==> src/rtl/issue_queue_fifo.sv <==
// In-order issue queue between decode and the reservation stations; any DEPTH >= 2.
// Latency: one cycle push-to-head, no fall-through. Backpressure: issue_ready_o low when full, flags from registered count only.
`timescale 1ns/1ps
module issue_queue_fifo #(
  parameter int DEPTH     = 8,
  parameter int DATA_W    = 64,
  parameter int AF_MARGIN = 2,
  parameter int CNT_W     = $clog2(DEPTH + 1)
) (
  input  logic              clk_i,
  input  logic              rst_n_i,
  input  logic              flush_i,
  input  logic              issue_valid_i,
  output logic              issue_ready_o,
  input  logic [DATA_W-1:0] issue_data_i,
  output logic              exec_valid_o,
  input  logic              exec_ready_i,
  output logic [DATA_W-1:0] exec_data_o,
  output logic [CNT_W-1:0]  count_o,
  output logic              almost_full_o
);

  localparam int               PTR_W    = (DEPTH > 1) ? $clog2(DEPTH) : 1;
  localparam logic [CNT_W-1:0] FULL_CNT = CNT_W'(DEPTH);
  localparam logic [CNT_W-1:0] AF_CNT   = CNT_W'(DEPTH - AF_MARGIN);
  localparam logic [PTR_W-1:0] LAST_PTR = PTR_W'(DEPTH - 1);

  logic [DATA_W-1:0] mem [DEPTH];
  logic [PTR_W-1:0]  head;
  logic [PTR_W-1:0]  tail;
  logic [CNT_W-1:0]  count;
  logic              push;
  logic              pop;

  // Explicit wrap so non-power-of-2 depths never touch slots >= DEPTH.
  function automatic logic [PTR_W-1:0] next_ptr(input logic [PTR_W-1:0] p);
    return (p == LAST_PTR) ? '0 : p + 1'b1;
  endfunction

  assign issue_ready_o = (count != FULL_CNT);
  assign exec_valid_o  = (count != '0);
  assign push          = issue_valid_i & issue_ready_o;
  assign pop           = exec_valid_o & exec_ready_i;
  assign exec_data_o   = mem[head];
  assign count_o       = count;
  assign almost_full_o = (count >= AF_CNT);

  always_ff @(posedge clk_i or negedge rst_n_i) begin
    if (!rst_n_i) begin
      head  <= '0;
      tail  <= '0;
      count <= '0;
    end else if (flush_i) begin
      head  <= '0;
      tail  <= '0;
      count <= '0;
    end else begin
      if (push) tail <= next_ptr(tail);
      if (pop)  head <= next_ptr(head);
      case ({push, pop})
        2'b10:   count <= count + 1'b1;
        2'b01:   count <= count - 1'b1;
        default: count <= count;
      endcase
    end
  end

  // Storage is deliberately not reset; a flush-cycle push must not land.
  always_ff @(posedge clk_i) begin
    if (push && !flush_i) mem[tail] <= issue_data_i;
  end

`ifndef SYNTHESIS
  a_count_max: assert property (@(posedge clk_i) disable iff (!rst_n_i) count <= FULL_CNT);
  a_no_push_full: assert property (@(posedge clk_i) disable iff (!rst_n_i) !(push && count == FULL_CNT));
  a_no_pop_empty: assert property (@(posedge clk_i) disable iff (!rst_n_i) !(pop && count == '0));
  a_depth_min: assert property (@(posedge clk_i) DEPTH >= 2);
  a_af_margin: assert property (@(posedge clk_i) AF_MARGIN < DEPTH);
`endif

endmodule
==> config.mk <==
export PLATFORM = sky130hd
export DESIGN_NAME = issue_queue_fifo
export DESIGN_NICKNAME = d
export VERILOG_FILES = /design/src/rtl/issue_queue_fifo.sv
export SDC_FILE = /design/constraint.sdc
export NUM_CORES = 1
export LEC_CHECK = 0
export CORE_ASPECT_RATIO = 1.5
export CORE_MARGIN = 5
export CORE_UTILIZATION = 55
export CTS_CLUSTER_DIAMETER = 150
export DETAILED_ROUTE_END_ITERATION = 16
export PLACE_DENSITY = 0.75
export SLEW_MARGIN = 5
export SYNTH_ARGS = -nofsm -noshare
export SYNTH_HDL_FRONTEND = slang
export SYNTH_SLANG_ARGS = --single-unit
==> constraint.sdc <==
create_clock -name clk_i -period 12.15 [get_ports clk_i]
set_clock_uncertainty 0.15 [all_clocks]
set_input_delay 2.43 -clock clk_i [delete_from_list [all_inputs] [get_ports clk_i]]
set_output_delay 2.43 -clock clk_i [all_outputs]
set_load 0.02 [all_outputs]
# --- Word-level counts from Yosys, hierarchy flattened ---
# Memories as Yosys holds them, arrays and structs flattened.
# Cells that the tools add are included.
word_totals:
  mem_bits_rw: 512
  inputBits: 69
  regBits: 10
  wordCells: 32
  mem_count: 1
classes:
  reduce_logical: 6
  add_sub_neg: 4
  eq_ne: 5
  n_bitwise: 2
  magnitude_cmp: 1
  muxes: 10
memory_table:
  columns: ["memory", "words", "word_bits", "rd", "rd_clocked_by_memory_dff", "write_ports", "line", "text"]
  rows:
  - ["mem", 8, 64, 1, 0, 1, "28", "logic [DATA_W-1:0] mem [DEPTH];"]
ops:
  columns: ["operator", "count"]
  rows:
  - ["$mux 3", 6]
  - ["$pmux 4 s2", 1]
  - ["$add 3x1->3 const B", 2]
  - ["$eq 3x3->1 const B", 2]
  - ["$add 4x1->4 const B", 1]
  - ["$ge 4x3->1 const B", 1]
  - ["$mux 4", 1]
  - ["$ne 4x4->1 const B", 1]
  - ["$reduce_bool 2->1", 2]
  - ["$reduce_bool 4->1", 1]
  - ["$sub 4x1->4 const B", 1]
  - ["$reduce_bool 3->1", 1]
  - ["$and 1x1->1", 2]
  - ["$eq 2x1->1 const B", 1]
  - ["$eq 2x2->1 const B", 1]
  - ["$mux 1", 2]
  - ["$logic_and 1x1->1", 1]
  - ["$logic_not 1->1", 1]

# --- Logic depth before layout (Yosys ltp) ---
# Gate-level depths: netlist (run 1).
logic_depth:
  depth_word: 5
  depth_mapped: 9
  mapped_depth_nobuf: 8

# --- Worst setup path after synthesis (run 1) ---
# OpenSTA, ideal clock, no wires.
synth_timing:
  path_kind: "input-to-reg"
  startpoint: "input port issue_valid_i"
  endpoint: "memory mem[0][0], enable pin"
  arrival_time_ns: 7.544
  setup_slack_ns: 3.892
  setup_time_ns: 0.565
  path_buffers: 1
  cell_stages: 4
  path_cell_list: "clkbuf_1 nand2_1 or3_1 nor3_1"
synth_via:
  elab_chain_cells: 4
synth_lines:
  columns: ["element", "line", "text"]
  rows:
  - ["from (decl)", "13", "input logic issue_valid_i,"]
  - ["$and 1x1->1", "42", "assign push = issue_valid_i & issue_ready_o;"]
  - ["$logic_and 1x1->1", "70", "if (push && !flush_i) mem[tail] <= issue_data_i;"]
  - ["$mux 1", "70", null]
  - ["$mux 1 (implied by the code)", "70", null]
  - ["to (decl)", "28", null]
# No other way between the ends.

# --- Worst setup path in the final report (run 1) ---
layout_timing:
  startpoint: "register head[0]"
  endpoint: "output port exec_data_o[13]"
layout_via:
  elab_chain_cells: 1
layout_lines:
  columns: ["element", "line", "text"]
  rows:
  - ["from (decl)", "29", "logic [PTR_W-1:0] head;"]
  - ["from (signal assigned)", "59", "if (pop) head <= next_ptr(head);"]
  - ["$mem_v2 8x64", null, null]
  - ["to (decl)", "18", "output logic [DATA_W-1:0] exec_data_o,"]
# No other way between the ends.

==> results.json, run 1 <==
{
  "ys.flop_type": "edfxtp_1",
  "via_count": 8872,
  "synth-edff-count": 512,
  "syn_inst": 830,
  "slew_headroom": 0.257,
  "p_comb_frac": 0.200,
  "power.internal_uw": 3330,
  "synthesis.area_um2": 20000,
  "synth_area_per_cell_um2": 24.1,
  "clk_latency_ps": 550,
  "seq_power_share": 0.480,
  "critPathLaunchType": "flop",
  "cts_tree": "done",
  "first_pass_iters": 4,
  "fin_crit_ps": 6520,
  "synth_nets": 905,
  "final_common_cell": "edfxtp_1",
  "swShare": 0.244,
  "post-cts-setup-buffers": 0,
  "synth_seq_area_share": 0.782,
  "grt.overflow.total": 0,
  "dp_hpwl_um": 19800,
  "antenna_found_initial": 4,
  "cts-resized-gates": 0,
  "num_io_pins": 140,
  "start_util": 0.556,
  "drt_iter0_markers": 698,
  "die_area_um2": 40300,
  "worstHoldPathType": "flop to flop",
  "wl_per_cell_um": 24.6,
  "status": "completed",
  "worstMarginPinSlew_ps": 1110,
  "ir_drop_v": 0.000107,
  "drt_wl_total_um": 36900,
  "area_growth_pct": 16.9,
  "p_leak_uw": 0.00720,
  "core_area_um2": 35900,
  "cts_hold_buf": 0,
  "yosys.cell_types.count": 33,
  "cts_buffers": 45,
  "synthArstFlopShare": 0.0192,
  "final_nets": 1062,
  "ys_seq_elements": 522,
  "crit_path_end_kind": "output port",
  "fill_cells": 2336,
  "required_ps": 9570,
  "grt_max_degree": 79,
  "cts_buffer_depth": 3,
  "clk_pin_slew_ps": 70,
  "rows": 85,
  "setup_viol": 0,
  "drc": 0,
  "finish.utilization": 0.649,
  "ys_warn_count": 0,
  "rsz0062_at_grt": "no",
  "clock.fmax_mhz": 153,
  "critPathMaxFanout": 46,
  "die_h_um": 243,
  "gp_congestion": 0.747,
  "grt_pass1_wl_um": 56900,
  "root_buffer": "clkbuf_16",
  "ant_nets": 0,
  "power_switching_uw": 1070,
  "cts.sinks": 522,
  "criticalPathCategory": "flop to output port",
  "cp_data_arrival_time_ps": 3940,
  "grt_usage": 0.189,
  "slew_violations": 0,
  "power_frac_clock": 0.321,
  "die_w_um": 166,
  "maxCapViolCount": 0,
  "whs_ps": 446,
  "io_buffer_count": 139,
  "vias_per_cell": 5.91,
  "finalSetupTns_ps": 0,
  "layout_common_cells": "edfxtp_1, clkdlybuf4s50_1, mux4_2",
  "first_global_vias": 9508,
  "power.density_nw_per_um2": 188,
  "fin_crit_sh": 0.537,
  "cts_max_level": 2,
  "hold_violations": 0,
  "drive_gt1_frac": 0.277
}
==> through the flow <==
stage	power (uW)	worst slack, ps	cells	instance area (um2)
finish	4400	5630	1500	23300
global route	4580	5270	1500	23300
CTS	4450	5490	1499	23300
detailed placement	3040	6080	1418	21900
global placement	3040	6080	1418	21900
floorplan	2740	3890	830	20000
==> critical path, stage by stage (launching register included) <==
cell and delay, ps:
dfrtp_4 1010, buf_4 790, mux4_2 610, mux2_2 280, clkdlybuf4s50_1 600
==> metal layers <==
layer,part of all wire,vias to the layer above,global-route usage
li1,-,3858,-
met1,0.39,4709,0.256
met2,0.53,241,0.321
met3,0.056,58,0.0357
met4,0.022,6,0.0478
met5,0.0013,-,0
==> power by group through the flow <==
stage / Clock (uW) / Sequential (uW) / Combinational [uW]
after floorplan: 0 / 2100 / 643
after global placement: 0 / 2150 / 888
after detailed placement: 0 / 2150 / 894
after CTS: 1440 / 2110 / 899
after global routing: 1520 / 2120 / 943
final: 1410 / 2110 / 879
==> area by class of cell <==
class	count	area, um2	share of cell area
flip-flops and latches	522	15600	0.670
multi-input cells	265	4150	0.178
repair buffers	152	1490	0.0638
clock buffers	56	1240	0.0531
well taps	478	598	0.0256
clock inverters	25	226	0.00970
inverters	1	3.75	0.000161
diodes	1	2.50	0.000107
==> worst paths after layout <==
| check | startpoint | endpoint | slack (ps) | cells after the start |
|---|---|---|---|---|
| max | head[0] | exec_data_o[13] | 5630 | 4 |
| min | tail[0] | tail[0] | 450 | 2 |
| max reg2reg | count_o[1] | mem[0][5] | 8530 | 5 |
| min reg2reg | tail[0] | tail[0] | 450 | 2 |
| max in group asynchronous | rst_n_i | head[2] | 9460 | 1 |
| min in group asynchronous | rst_n_i | count_o[1] | 2040 | 1 |
==> cells in the mapped netlist (2+ instances only) <==
master	n	area, um2
edfxtp_1	512	15400
nand2_1	8	30.0
or3_1	3	18.8
mux4_2	128	2880
buf_2	9	45.0
nor3_1	5	25.0
mux2_2	64	721
a21oi_1	9	45.0
nor2_1	12	45.0
ha_1	6	75.1
nand4b_1	2	17.5
buf_1	4	15.0
clkbuf_1	18	67.6
nand2b_1	5	31.3
buf_6	11	124
and3b_1	2	17.5
dfrtp_1	10	250
xnor2_1	2	17.5
mux2i_1	3	30.0
nand3_1	4	20.0
==> sequential cells by signal (all words and copies together) (netlist names) <==
name and cells:
count_o 4, head 3, mem 512, tail 3
==> cells by family (layout without fill, tap and decap cells) <==
family                     Yosys count  after routing  share of synthesized area
buffers and inverters               43            234                     0.0128
adders and majority gates            6              6                    0.00376
and+or+nand+nor                     44             44                     0.0115
DFF                                522            522                      0.782
AOI/OAI and AO/OA                   18             18                    0.00689
other                                0              1                          0
xor gates and xnor gates             2              2                   0.000877
muxes                              195            195                      0.182
(Power assumes the default switching activity.)
==> run 2: changes to the inputs <==
==> constraint.sdc (replaced) <==
create_clock -name clk_i -period 6.2 [get_ports clk_i]
set_clock_uncertainty 0.15 [all_clocks]
set_input_delay 1.24 -clock clk_i [delete_from_list [all_inputs] [get_ports clk_i]]
set_output_delay 1.24 -clock clk_i [all_outputs]
set_load 0.02 [all_outputs]
==> run 2 against run 1 <==
Net effect: sequential share of layout area shrank 0.60 points; final cell count increased by 0.60%; via count down 0.86%; die area stayed put; non-clock buffer count grew 5; sequential power rose by 95%; combinational power up 100%; critical endpoint is now exec_data_o[1]; highest routed layer is now met4.
==> results.json, run 2 (same netlist as run 1, synthesis figures left out) <==
{
  "status": "completed",
  "r2r_cells": 4,
  "first_pass_iters": 5,
  "core_area_um2": 35900,
  "worstMarginPinSlew_ps": 937,
  "finalSetupTns_ps": 0,
  "criticalPathCategory": "flop to output port",
  "io_buffer_count": 139,
  "ant_nets": 0,
  "post-cts-setup-buffers": 0,
  "dp_hpwl_um": 19900,
  "via_count": 8796,
  "grt.overflow.total": 0,
  "min_path_cells": 2,
  "grt_max_degree": 127,
  "rsz0062_at_grt": "no",
  "required_ps": 4810,
  "slew_violations": 0,
  "wl_per_cell_um": 24.5,
  "worstHoldStart": "tail[0]",
  "drt_iter0_markers": 551,
  "critPathMaxFanout": 45,
  "drc": 0,
  "top_register": "mem",
  "setup_viol": 0,
  "crit_path_end_kind": "output port",
  "hold_end": "tail[0]",
  "reg2reg_to": "mem[1][41]",
  "cp_top_family": "flip-flops",
  "finish.utilization": 0.655,
  "root_buffer": "clkbuf_16",
  "drt_wl_total_um": 37000,
  "ir_drop_v": 0.000369,
  "cts_buffer_depth": 3,
  "fin_crit_ps": 4850,
  "max_stage_delay_ps": 1030,
  "slew_headroom": 0.375,
  "grt_usage": 0.188,
  "path_buf_inv": 2,
  "final_nets": 1067,
  "path_cells": "buf_4 > mux4_2 > mux2_2 > clkdlybuf4s50_1",
  "die_h_um": 243,
  "cts.sinks": 522,
  "cts_max_level": 2,
  "pre_cts_ws_ps": 1820,
  "cts_buffers": 45,
  "multi_input_area_um2": 4160,
  "critPathLaunchType": "flop",
  "clock.fmax_mhz": 206,
  "largest_reg_flops": 512,
  "critical-path-slowest-cell": "dfrtp_4",
  "clk_pin_slew_ps": 60,
  "cts-resized-gates": 0,
  "final_common_cell": "edfxtp_1",
  "setup_slack_ps": 1350,
  "vias_per_cell": 5.83,
  "register_area_um2": 15600,
  "num_io_pins": 140,
  "clk_latency_ps": 540,
  "die_w_um": 166,
  "layout_common_cells": "edfxtp_1, clkdlybuf4s50_1, mux4_2",
  "worstHoldPathType": "flop to flop",
  "first_global_vias": 9449,
  "grt_pass1_wl_um": 56800,
  "fin_crit_sh": 0.782,
  "cts_tree": "done",
  "r2r-start": "count_o[1]",
  "cts_hold_buf": 0,
  "fill_cells": 2397,
  "area_growth_pct": 17.9,
  "p_leak_uw": 0.00726,
  "rows": 85,
  "reg2reg_setup_slack_ps": 3230,
  "power.density_nw_per_um2": 372,
  "cp_data_arrival_time_ps": 3460,
  "start_util": 0.556,
  "drive_gt1_frac": 0.285,
  "die_area_um2": 40300,
  "hold_violations": 0,
  "maxCapViolCount": 0,
  "antenna_found_initial": 3,
  "gp_congestion": 0.712
}
run 2: changes by cell type in the layout (fill, tap and decap cells not counted), moves of 2 or more:
cell        change
clkbuf_8        -3
clkinv_2        +3
clkinvlp_4      +3
diode_2         +2
clkbuf_1        -2
buf_4           -2
bufinv_16       +3
nor3_4          +2
nor3_2          -2
buf_12          +7
run 2: tightest hold or removal path, cell delays in order, from the launching register on:
cell and delay, ps:
dfrtp_1 410, nand2_1 70, a21oi_1 60
run 2: worst max path at each step:
stage | startpoint | endpoint | slack, ps | cells after the start
2_1_floorplan | issue_valid_i | mem[2][0] | 860 | 4
3_3_place_gp | head[0] | exec_data_o[9] | 1830 | 4
3_5_place_dp | head[0] | exec_data_o[9] | 1820 | 4
4_1_cts | head[0] | exec_data_o[61] | 1230 | 4
5_1_grt | head[0] | exec_data_o[12] | 1080 | 4
6_report | head[0] | exec_data_o[1] | 1350 | 4
run 2: power breakdown:
part           total, uW  leakage [uW]  internal, uW  switching, uW
Clock               2880      0.000749          1680           1200
Sequential          4110       0.00475          3990            120
Combinational       1770       0.00176           966            806
run 2: routing by layer:
metal,up-vias,GRT usage,wire [um]
met5,-,0,0
met4,0,0.0554,919
met3,64,0.0311,1930
met2,222,0.328,20000
met1,4636,0.246,14200
li1,3874,-,-
run 2: through the flow:
stage | power (uW) | hold slack, ps | std cells | area [um2]
2_1_floorplan | 5370 | 395 | 830 | 20000
3_3_place_gp | 5970 | 413 | 1423 | 22000
3_5_place_dp | 5990 | 428 | 1423 | 22000
4_1_cts | 8870 | 444 | 1506 | 23500
5_1_grt | 9120 | 476 | 1509 | 23600
6_report | 8760 | 439 | 1509 | 23600
run 2: area by class of cell:
| cell class | instances | share of cell area |
|---|---|---|
| Antenna cell | 3 | 0.000319 |
| Clock buffer | 51 | 0.0506 |
| Clock inverter | 32 | 0.0146 |
| Inverter | 1 | 0.000159 |
| Multi-Input combinational cell | 265 | 0.177 |
| Sequential cell | 522 | 0.664 |
| Tap cell | 478 | 0.0254 |
| Timing Repair Buffer | 157 | 0.0685 |
==> run 3: changes to the inputs <==
--- a/config.mk
+++ b/config.mk
@@ -7,10 +7,10 @@
 export LEC_CHECK = 0
 export CORE_ASPECT_RATIO = 1.5
 export CORE_MARGIN = 5
-export CORE_UTILIZATION = 55
+export CORE_UTILIZATION = 53
 export CTS_CLUSTER_DIAMETER = 150
 export DETAILED_ROUTE_END_ITERATION = 16
-export PLACE_DENSITY = 0.75
+export PLACE_DENSITY = 0.76
 export SLEW_MARGIN = 5
 export SYNTH_ARGS = -nofsm -noshare
 export SYNTH_HDL_FRONTEND = slang
==> constraint.sdc (replaced) <==
create_clock -name clk_i -period 3.9 [get_ports clk_i]
set_clock_uncertainty 0.15 [all_clocks]
set_input_delay 0.78 -clock clk_i [delete_from_list [all_inputs] [get_ports clk_i]]
set_output_delay 0.78 -clock clk_i [all_outputs]
set_load 0.02 [all_outputs]
==> run 3 against run 2 <==
Net effect: design area up 0.69%; die area up 3.6%; clock power up 55%; sequential share of layout area down 0.46 points; via count up 2.3%; setup slack worse by 1200 ps; critical path depth unchanged; critical endpoint is now exec_data_o[12]; highest routed layer unchanged.
==> results.json, run 3 (same netlist as run 1, synthesis figures left out) <==
{
  "hold_violations": 0,
  "largest_reg_flops": 512,
  "clock.fmax_mhz": 267,
  "wl_per_cell_um": 25.1,
  "drt_iter0_markers": 632,
  "fin_crit_sh": 0.961,
  "setup_slack_ps": 153,
  "critPathMaxFanout": 33,
  "r2r_cells": 5,
  "clk_pin_slew_ps": 70,
  "drc": 0,
  "final_nets": 1081,
  "drt_wl_total_um": 38300,
  "cts.sinks": 522,
  "whs_ps": 430,
  "die_h_um": 248,
  "first_global_vias": 9552,
  "power.density_nw_per_um2": 586,
  "cts_buffer_depth": 3,
  "die_w_um": 169,
  "slew_violations": 0,
  "reg2reg_to": "mem[0][22]",
  "layout_common_cells": "edfxtp_1, clkdlybuf4s50_1, mux4_2",
  "pre_cts_ws_ps": 518,
  "r2r-start": "count_o[1]",
  "gp_congestion": 0.719,
  "top_register": "mem",
  "drive_gt1_frac": 0.295,
  "cp_data_arrival_time_ps": 2820,
  "max_stage_delay_ps": 600,
  "cts_max_level": 2,
  "first_pass_iters": 5,
  "critPathLaunchType": "flop",
  "setup_viol": 0,
  "grt.overflow.total": 0,
  "num_io_pins": 140,
  "fin_crit_ps": 3750,
  "criticalPathCategory": "flop to output port",
  "required_ps": 2970,
  "worstHoldPathType": "input pin to asynchronous set/reset pin",
  "core_area_um2": 37400,
  "placed_area_um2": 22200,
  "slew_headroom": 0.544,
  "cp_top_family": "buffers and inverters",
  "status": "completed",
  "path_cells": "buf_12 > mux4_2 > mux2_2 > clkdlybuf4s50_1",
  "area_growth_pct": 18.7,
  "fin_area_um2": 23700,
  "rsz0062_at_grt": "no",
  "grt_max_degree": 55,
  "crit_path_end_kind": "output port",
  "dp_hpwl_um": 21200,
  "worstMarginPinSlew_ps": 684,
  "reg2reg_setup_slack_ps": 1170,
  "finish.utilization": 0.633,
  "start_util": 0.533,
  "final_common_cell": "edfxtp_1",
  "cts_buffers": 45,
  "grt_pass1_wl_um": 58400,
  "clk_latency_ps": 540,
  "cts_tree": "done",
  "root_buffer": "clkbuf_16",
  "die_area_um2": 41700,
  "grt_usage": 0.187,
  "antenna_found_initial": 0,
  "rows": 87,
  "ant_nets": 0,
  "via_count": 8999,
  "critical-path-slowest-cell": "clkdlybuf4s50_1",
  "vias_per_cell": 5.89,
  "finalSetupTns_ps": 0,
  "p_leak_uw": 0.00735,
  "maxCapViolCount": 0,
  "io_buffer_count": 139,
  "path_buf_inv": 2,
  "ir_drop_v": 0.000408
}
run 3: cell types whose count changed in the layout (fill, tap and decap cells not counted), sizes merged:
| cell | change |
|---|---|
| buf | +14 |
| diode | -2 |
| clkbuf | -1 |
| clkinv | +1 |
| clkinvlp | -2 |
| inv | -1 |
run 3: metrics by stage:
step / cells / total power (uW)
global route: 1528 / 14500
finish: 1529 / 13900
CTS: 1528 / 14100
global placement: 1447 / 9540
detailed placement: 1447 / 9590
floorplan: 830 / 8540
run 3: how the worst max path moves through the flow:
stage,from,endpoint,slack [ps],cells past startpoint
global placement,head[1],exec_data_o[42],560,4
detailed placement,head[1],exec_data_o[47],520,4
floorplan,issue_valid_i,mem[2][0],-980,4
global route,head[0],exec_data_o[12],40,4
finish,head[0],exec_data_o[12],150,4
CTS,head[0],exec_data_o[12],80,4
run 3: per-layer routing:
layer  global-route usage  share of wire  vias up
li1                     -              -     3894
met1                0.245           0.40     4818
met2                0.325           0.53      224
met3               0.0311          0.045       63
met4               0.0568          0.024        0
met5                    0              0        -
run 3: worst reg2reg max path: stages, from the launching register on:
cell and delay, ps:
dfrtp_1 610, or4b_1 310, nand2_1 140, or3_1 510
nor3_4 260, buf_12 370
run 3: area by class of cell:
type                            count  area (um2)
Clock inverter                     30         332
Inverter                            1        3.75
Fill cell                        2489       13700
Clock buffer                       50        1140
Tap cell                          489         612
Sequential cell                   522       15600
Antenna cell                        1        2.50
Timing Repair Buffer              171        1830
Multi-Input combinational cell    265        4160
run 3: timing repair:
item	CTS	global route
setup endpoints to repair	25	0
gates resized for setup	2	0
buffers inserted	1	0
endpoints found under the hold margin	0	0
hold buffers	0	0
run 3: where the power goes:
part / switching (uW) / internal, uW / total [uW]
registers: 131 / 6340 / 6470
clock network: 1880 / 2580 / 4460
logic: 1390 / 1580 / 2960
total: 3400 / 10500 / 13900
